==> src/rtl/bcd_pkg.sv <==
`default_nettype none
// ============================================================================
// bcd_pkg : shared BCD digit types and helpers for the cascade counter
// Rev 1.0 : initial release
// ============================================================================
package bcd_pkg;

  localparam int         BCD_W          = 4;
  localparam logic [3:0] BCD_NINE       = 4'd9;
  localparam int         BCD_MAX_DIGITS = 8;

  typedef logic [BCD_W-1:0]                bcd_digit_t;
  typedef logic [BCD_W*BCD_MAX_DIGITS-1:0] bcd_word_t;

  function automatic logic bcd_valid(input bcd_digit_t nibble);
    return nibble <= BCD_NINE;
  endfunction

  function automatic logic bcd_all_valid(input bcd_word_t v, input int n);
    logic ok;
    ok = 1'b1;
    for (int i = 0; i < BCD_MAX_DIGITS; i++) begin
      if (i < n && !bcd_valid(v[i*BCD_W +: BCD_W])) begin
        ok = 1'b0;
      end
    end
    return ok;
  endfunction

  // The first differing digit from the MSD down decides; equal values pass.
  function automatic logic bcd_le(input bcd_word_t a, input bcd_word_t b, input int n);
    logic decided;
    logic le;
    decided = 1'b0;
    le      = 1'b1;
    for (int i = BCD_MAX_DIGITS-1; i >= 0; i--) begin
      if (!decided && i < n) begin
        if (a[i*BCD_W +: BCD_W] < b[i*BCD_W +: BCD_W]) begin
          le      = 1'b1;
          decided = 1'b1;
        end else if (a[i*BCD_W +: BCD_W] > b[i*BCD_W +: BCD_W]) begin
          le      = 1'b0;
          decided = 1'b1;
        end
      end
    end
    return le;
  endfunction

endpackage
`default_nettype wire

==> src/rtl/bcd_digit.sv <==
`default_nettype none
// ============================================================================
// bcd_digit : one BCD digit register with gated inc/dec and load
// Rev 1.0 : initial release
// ============================================================================
module bcd_digit
  import bcd_pkg::*;
(
  input  logic       clk,
  input  logic       clr,
  input  logic       ld,
  input  logic [3:0] ld_val,
  input  logic       inc,
  input  logic       dec,
  input  logic       carry_in,
  input  logic       borrow_in,
  output logic [3:0] q,
  output logic       is9,
  output logic       is0
);

  bcd_digit_t digit_q;
  bcd_digit_t digit_d;

  always_comb begin
    digit_d = digit_q;
    if (ld) begin
      digit_d = ld_val;
    end else if (inc && carry_in) begin
      digit_d = (digit_q == BCD_NINE) ? 4'd0 : digit_q + 4'd1;
    end else if (dec && borrow_in) begin
      digit_d = (digit_q == 4'd0) ? BCD_NINE : digit_q - 4'd1;
    end
  end

  always_ff @(posedge clk) begin
    if (clr) begin
      digit_q <= '0;
    end else begin
      digit_q <= digit_d;
    end
  end

  assign q   = digit_q;
  assign is9 = (digit_q == BCD_NINE);
  assign is0 = (digit_q == 4'd0);

endmodule
`default_nettype wire

==> src/rtl/bcd_cascade_counter.sv <==
`default_nettype none
// ============================================================================
// bcd_cascade_counter : multi-digit up/down BCD counter, programmable terminal
// Rev 1.0 : initial release
// ============================================================================
module bcd_cascade_counter
  import bcd_pkg::*;
#(
  parameter int                  DIGITS    = 4,
  parameter logic [4*DIGITS-1:0] MAX_VALUE = 16'h9675
) (
  input  logic                  clk,
  input  logic                  rstbutton,
  input  logic                  ena0in,
  input  logic                  dir,
  input  logic                  load,
  input  logic [4*DIGITS-1:0]   load_data,
  output logic [4*DIGITS-1:0]   q,
  output logic [DIGITS-1:0]     digit_en,
  output logic                  tc,
  output logic                  load_err
);

  localparam int CNT_W = BCD_W * DIGITS;

  logic [CNT_W-1:0]  count;
  logic [CNT_W-1:0]  wrap_val;
  logic [CNT_W-1:0]  ld_val;
  logic [DIGITS-1:0] is9;
  logic [DIGITS-1:0] is0;
  logic [DIGITS:0]   carry;
  logic [DIGITS:0]   borrow;
  bcd_word_t         load_word;
  bcd_word_t         max_word;
  logic              clr;
  logic              ce;
  logic              at_max;
  logic              at_zero;
  logic              wrap;
  logic              load_ok;
  logic              digit_ld;
  logic              cnt_inc;
  logic              cnt_dec;
  logic              tc_q;
  logic              tc_d;
  logic              load_err_q;
  logic              load_err_d;

  always_comb begin
    load_word             = '0;
    load_word[CNT_W-1:0]  = load_data;
    max_word              = '0;
    max_word[CNT_W-1:0]   = MAX_VALUE;
    load_ok = bcd_all_valid(load_word, DIGITS) && bcd_le(load_word, max_word, DIGITS);

    carry[0]  = 1'b1;
    borrow[0] = 1'b1;
    for (int i = 0; i < DIGITS; i++) begin
      carry[i+1]  = carry[i]  & is9[i];
      borrow[i+1] = borrow[i] & is0[i];
    end

    clr     = !rstbutton;
    ce      = !ena0in && !load;
    at_zero = borrow[DIGITS];
    // An all-nines count must wrap too, never roll over silently through the chain.
    at_max  = (count == MAX_VALUE) || carry[DIGITS];
    wrap    = ce && (dir ? at_zero : at_max);

    wrap_val = dir ? MAX_VALUE : '0;
    ld_val   = load ? load_data : wrap_val;
    digit_ld = (load && load_ok) || wrap;
    cnt_inc  = ce && !dir && !wrap;
    cnt_dec  = ce &&  dir && !wrap;

    digit_en = '0;
    for (int i = 0; i < DIGITS; i++) begin
      if (rstbutton && ce) begin
        if (wrap) begin
          digit_en[i] = (count[i*BCD_W +: BCD_W] != wrap_val[i*BCD_W +: BCD_W]);
        end else begin
          digit_en[i] = dir ? borrow[i] : carry[i];
        end
      end
    end

    tc_d       = wrap;
    load_err_d = load && !load_ok;
  end

  for (genvar gi = 0; gi < DIGITS; gi++) begin : g_digit
    bcd_digit u_digit (
      .clk       (clk),
      .clr       (clr),
      .ld        (digit_ld),
      .ld_val    (ld_val[gi*BCD_W +: BCD_W]),
      .inc       (cnt_inc),
      .dec       (cnt_dec),
      .carry_in  (carry[gi]),
      .borrow_in (borrow[gi]),
      .q         (count[gi*BCD_W +: BCD_W]),
      .is9       (is9[gi]),
      .is0       (is0[gi])
    );
  end

  always_ff @(posedge clk) begin
    if (!rstbutton) begin
      tc_q       <= 1'b0;
      load_err_q <= 1'b0;
    end else begin
      tc_q       <= tc_d;
      load_err_q <= load_err_d;
    end
  end

  assign q        = count;
  assign tc       = tc_q;
  assign load_err = load_err_q;

endmodule
`default_nettype wire

==> config.mk <==
export PLATFORM = sky130hd
export DESIGN_NAME = bcd_cascade_counter
export DESIGN_NICKNAME = d
export VERILOG_FILES = /design/src/rtl/bcd_pkg.sv /design/src/rtl/bcd_digit.sv /design/src/rtl/bcd_cascade_counter.sv
export SDC_FILE = /design/constraint.sdc
export NUM_CORES = 1
export LEC_CHECK = 0
export ABC_AREA = 1
export BUFFER_PORTS_ARGS = -buffer_cell sky130_fd_sc_hd__buf_2
export CELL_PAD_IN_SITES_DETAIL_PLACEMENT = 1
export CELL_PAD_IN_SITES_GLOBAL_PLACEMENT = 1
export CORE_MARGIN = 3
export CORE_UTILIZATION = 39
export DETAILED_ROUTE_END_ITERATION = 16
export PLACE_DENSITY_LB_ADDON = 0.15
export SYNTH_ARGS = -nofsm -noshare
export SYNTH_HDL_FRONTEND = slang
export SYNTH_SLANG_ARGS = --single-unit
==> constraint.sdc <==
create_clock -name clk -period 3.9 [get_ports clk]
set_clock_uncertainty 0.1 [all_clocks]
set_input_delay 0.39 -clock clk [delete_from_list [all_inputs] [get_ports clk]]
set_output_delay 0.39 -clock clk [all_outputs]
set_load 0.005 [all_outputs]
==> results.ini <==
[die]
num_rows = 24
fp.dieW_um = 76.09
start_util_pct = 42.25
core_um2 = 4534
die_h_um = 76.09
die_area_um2 = 5789
io_pins = 43

[sta]
period_needed_ns = 2.411
setup_viol = 0
slew_violations = 0
hold_viol = 0
tns_ns = 0
timing.final.crit_share_pct = 61.81
rsz0062_at_grt = no
max_slew.worst_pin.slew_ns = 0.6203
fmax_mhz = 414.8
max_slew_margin_pct = 58.55

[critical_path]
cp_max_fo = 7
crit_path_start_kind = register
crit_path_end_kind = output port
crit_required_ns = 3.41
reg2reg_depth = 11
critical_path_class = register to output port
crit_arrival_ns = 1.92

[grt]
grt_pass1_vias = 2292
antenna_found_initial = 0
grt_max_degree = 21
overflow = 0
grt_first_pass_wirelength_um = 10930
track_usage_pct = 22.39

[synth]
synth_top_area_share_pct = 19.60
syn-cell-area_um2 = 1916
synth_fp_nets = 360
synth_cells = 339
synth_warnings = 0
ys_seq_elements = 18
synth_area_per_cell_um2 = 5.651
synth_seq_area_share_pct = 18.81
yosys.area.top_type = nand2_1
netlist_top_cells_area = nand2_1 20%, dfxtp_1 19%, nor2_1 12%, inv_1 7.6%, a21oi_1 5.7%
synth_cell_types = 29

[power_and_ir_drop]
vdd_drop_max_uv = 119.0
p_leak_uw = 0.001233
powerDensity_nw_per_um2 = 319.1

[run_status]
status = finished, final reports clean

[drt]
drtPass1Iterations = 4
drt_iter0_markers = 95
via_count = 2315
wire_per_inst_um = 14.28
drc = 0
antenna_left = 0
wirelength_um = 6368
viasPerCell = 5.191

[clocking]
htreeDepth = 1
clock_latency_ns = 0.26
post_cts_buffers = 0
cts_resized = 0
clkTransAtPathRegs_ns = 0.08
cts.path.max_buffers = 2
cts-root-buf = clkbuf_8
cts_tree = done
cts_buffers = 3
postCtsHoldBufs = 0
cts_sinks = 18

[place]
port_buffers = 42
dpl.hpwl_um = 5125
dpl_cell_area_um2 = 2173
gp_congestion = 0.8689

[finish]
n_antenna_cell = 0
final_cell_mix = 100 x nand2_1, 59 x nor2_1, 42 x buf_2, 39 x inv_1, 22 x a21oi_1
final_common_cell = nand2_1
nets = 403
stdcell_area_um2 = 2228
fillers = 684
layout-drive-gt1-share_pct = 21.26
final_core_util_pct = 49.14
area_growth_syn_to_layout_pct = 16.33

[worst_hold_path]
hold_class = input port to register
holdPathStages = 3

[run]
drv_cap = 0

==> cells by family (layout without fill, tap and decap cells) <==
group           after synthesis  count (layout)  synth area share, %
compound gates               60              60                16.98
simple gates                211             211                52.97
flops                        18              18                18.81
xor+xnor                      1               1               0.4573
buf+inv                      49              91                10.78
==> area by class of cell <==
class                      count  area (µm²)  area share [%]
multi-input combinational    272        1349           60.53
timing repair buffer          43       217.7           9.770
inverter                      44       165.2           7.412
clock buffer                   4       55.05           2.471
sequential                    18       360.3           16.17
tap                           65       81.33           3.650
==> report_power, final <==
group	switching [µW]	internal [µW]	total, µW	leakage (µW)
logic	197	111	308	0.00106
clock network	75.7	90.1	166	0.0000288
registers	33.8	204	237	0.000148
==> per-layer routing <==
layer	GRT usage, %	vias up	wire length (µm)
li1	-	1178	-
met5	0	-	0
met3	2.128	9	195
met4	6.159	0	100
met1	29.69	1088	2982
met2	38.65	40	3088
==> critical path: stages (launching register included) <==
cell and delay [ns]:
dfxtp_1 0.40, nor2_2 0.24, nand2_2 0.13, nor2_2 0.18, nand2_1 0.09, nor2_2 0.22
a21oi_2 0.10, nand2_1 0.09, nand2_1 0.05, inv_1 0.05, buf_2 0.10
==> worst paths after layout <==
check | endpoint | slack [ns] | startpoint
max | digit_en[1] | 1.49 | g_digit[2].u_digit.q[0]
min | g_digit[0].u_digit.q[0] | 0.32 | load_data[0]
max reg2reg | g_digit[1].u_digit.q[0] | 1.58 | g_digit[0].u_digit.q[2]
min reg2reg | g_digit[3].u_digit.q[1] | 0.48 | g_digit[3].u_digit.q[1]
==> cells in the mapped netlist <==
library cell,count
nand2_1,100
a31oi_1,1
o211ai_1,2
nand4_2,2
nor2_2,6
o21ai_1,10
dfxtp_1,18
o22ai_1,3
nand2_4,3
buf_6,2
nand3_4,5
nor3_1,4
nand3_1,12
nand2_2,3
o21ai_0,18
nor2_4,4
nor2_1,59
nand3b_1,1
a21oi_2,3
clkbuf_1,1
a311oi_1,1
a21oi_1,22
inv_1,39
nand3_2,2
buf_4,2
inv_2,5
nand4_1,9
xor2_1,1
or2_2,1
==> per-stage QoR <==
step                      instances  hold slack [ns]  total power (µW)  setup WS [ns]
final                           446           0.3158             711.1          1.489
after global routing            446           0.3306             771.7          1.305
after CTS                       446           0.3104             716.9          1.461
after detailed placement        442           0.4769             549.5          1.528
after global placement          442           0.4541             538.3          1.590
after floorplan                 339           0.4318             455.2          2.083
==> flip-flops by register name (all words and copies together), names as in the netlist <==
signal,cells
g_digit.u_digit.q,16
load_err,1
tc,1
No activity file was read; power rests on OpenSTA's default activity.
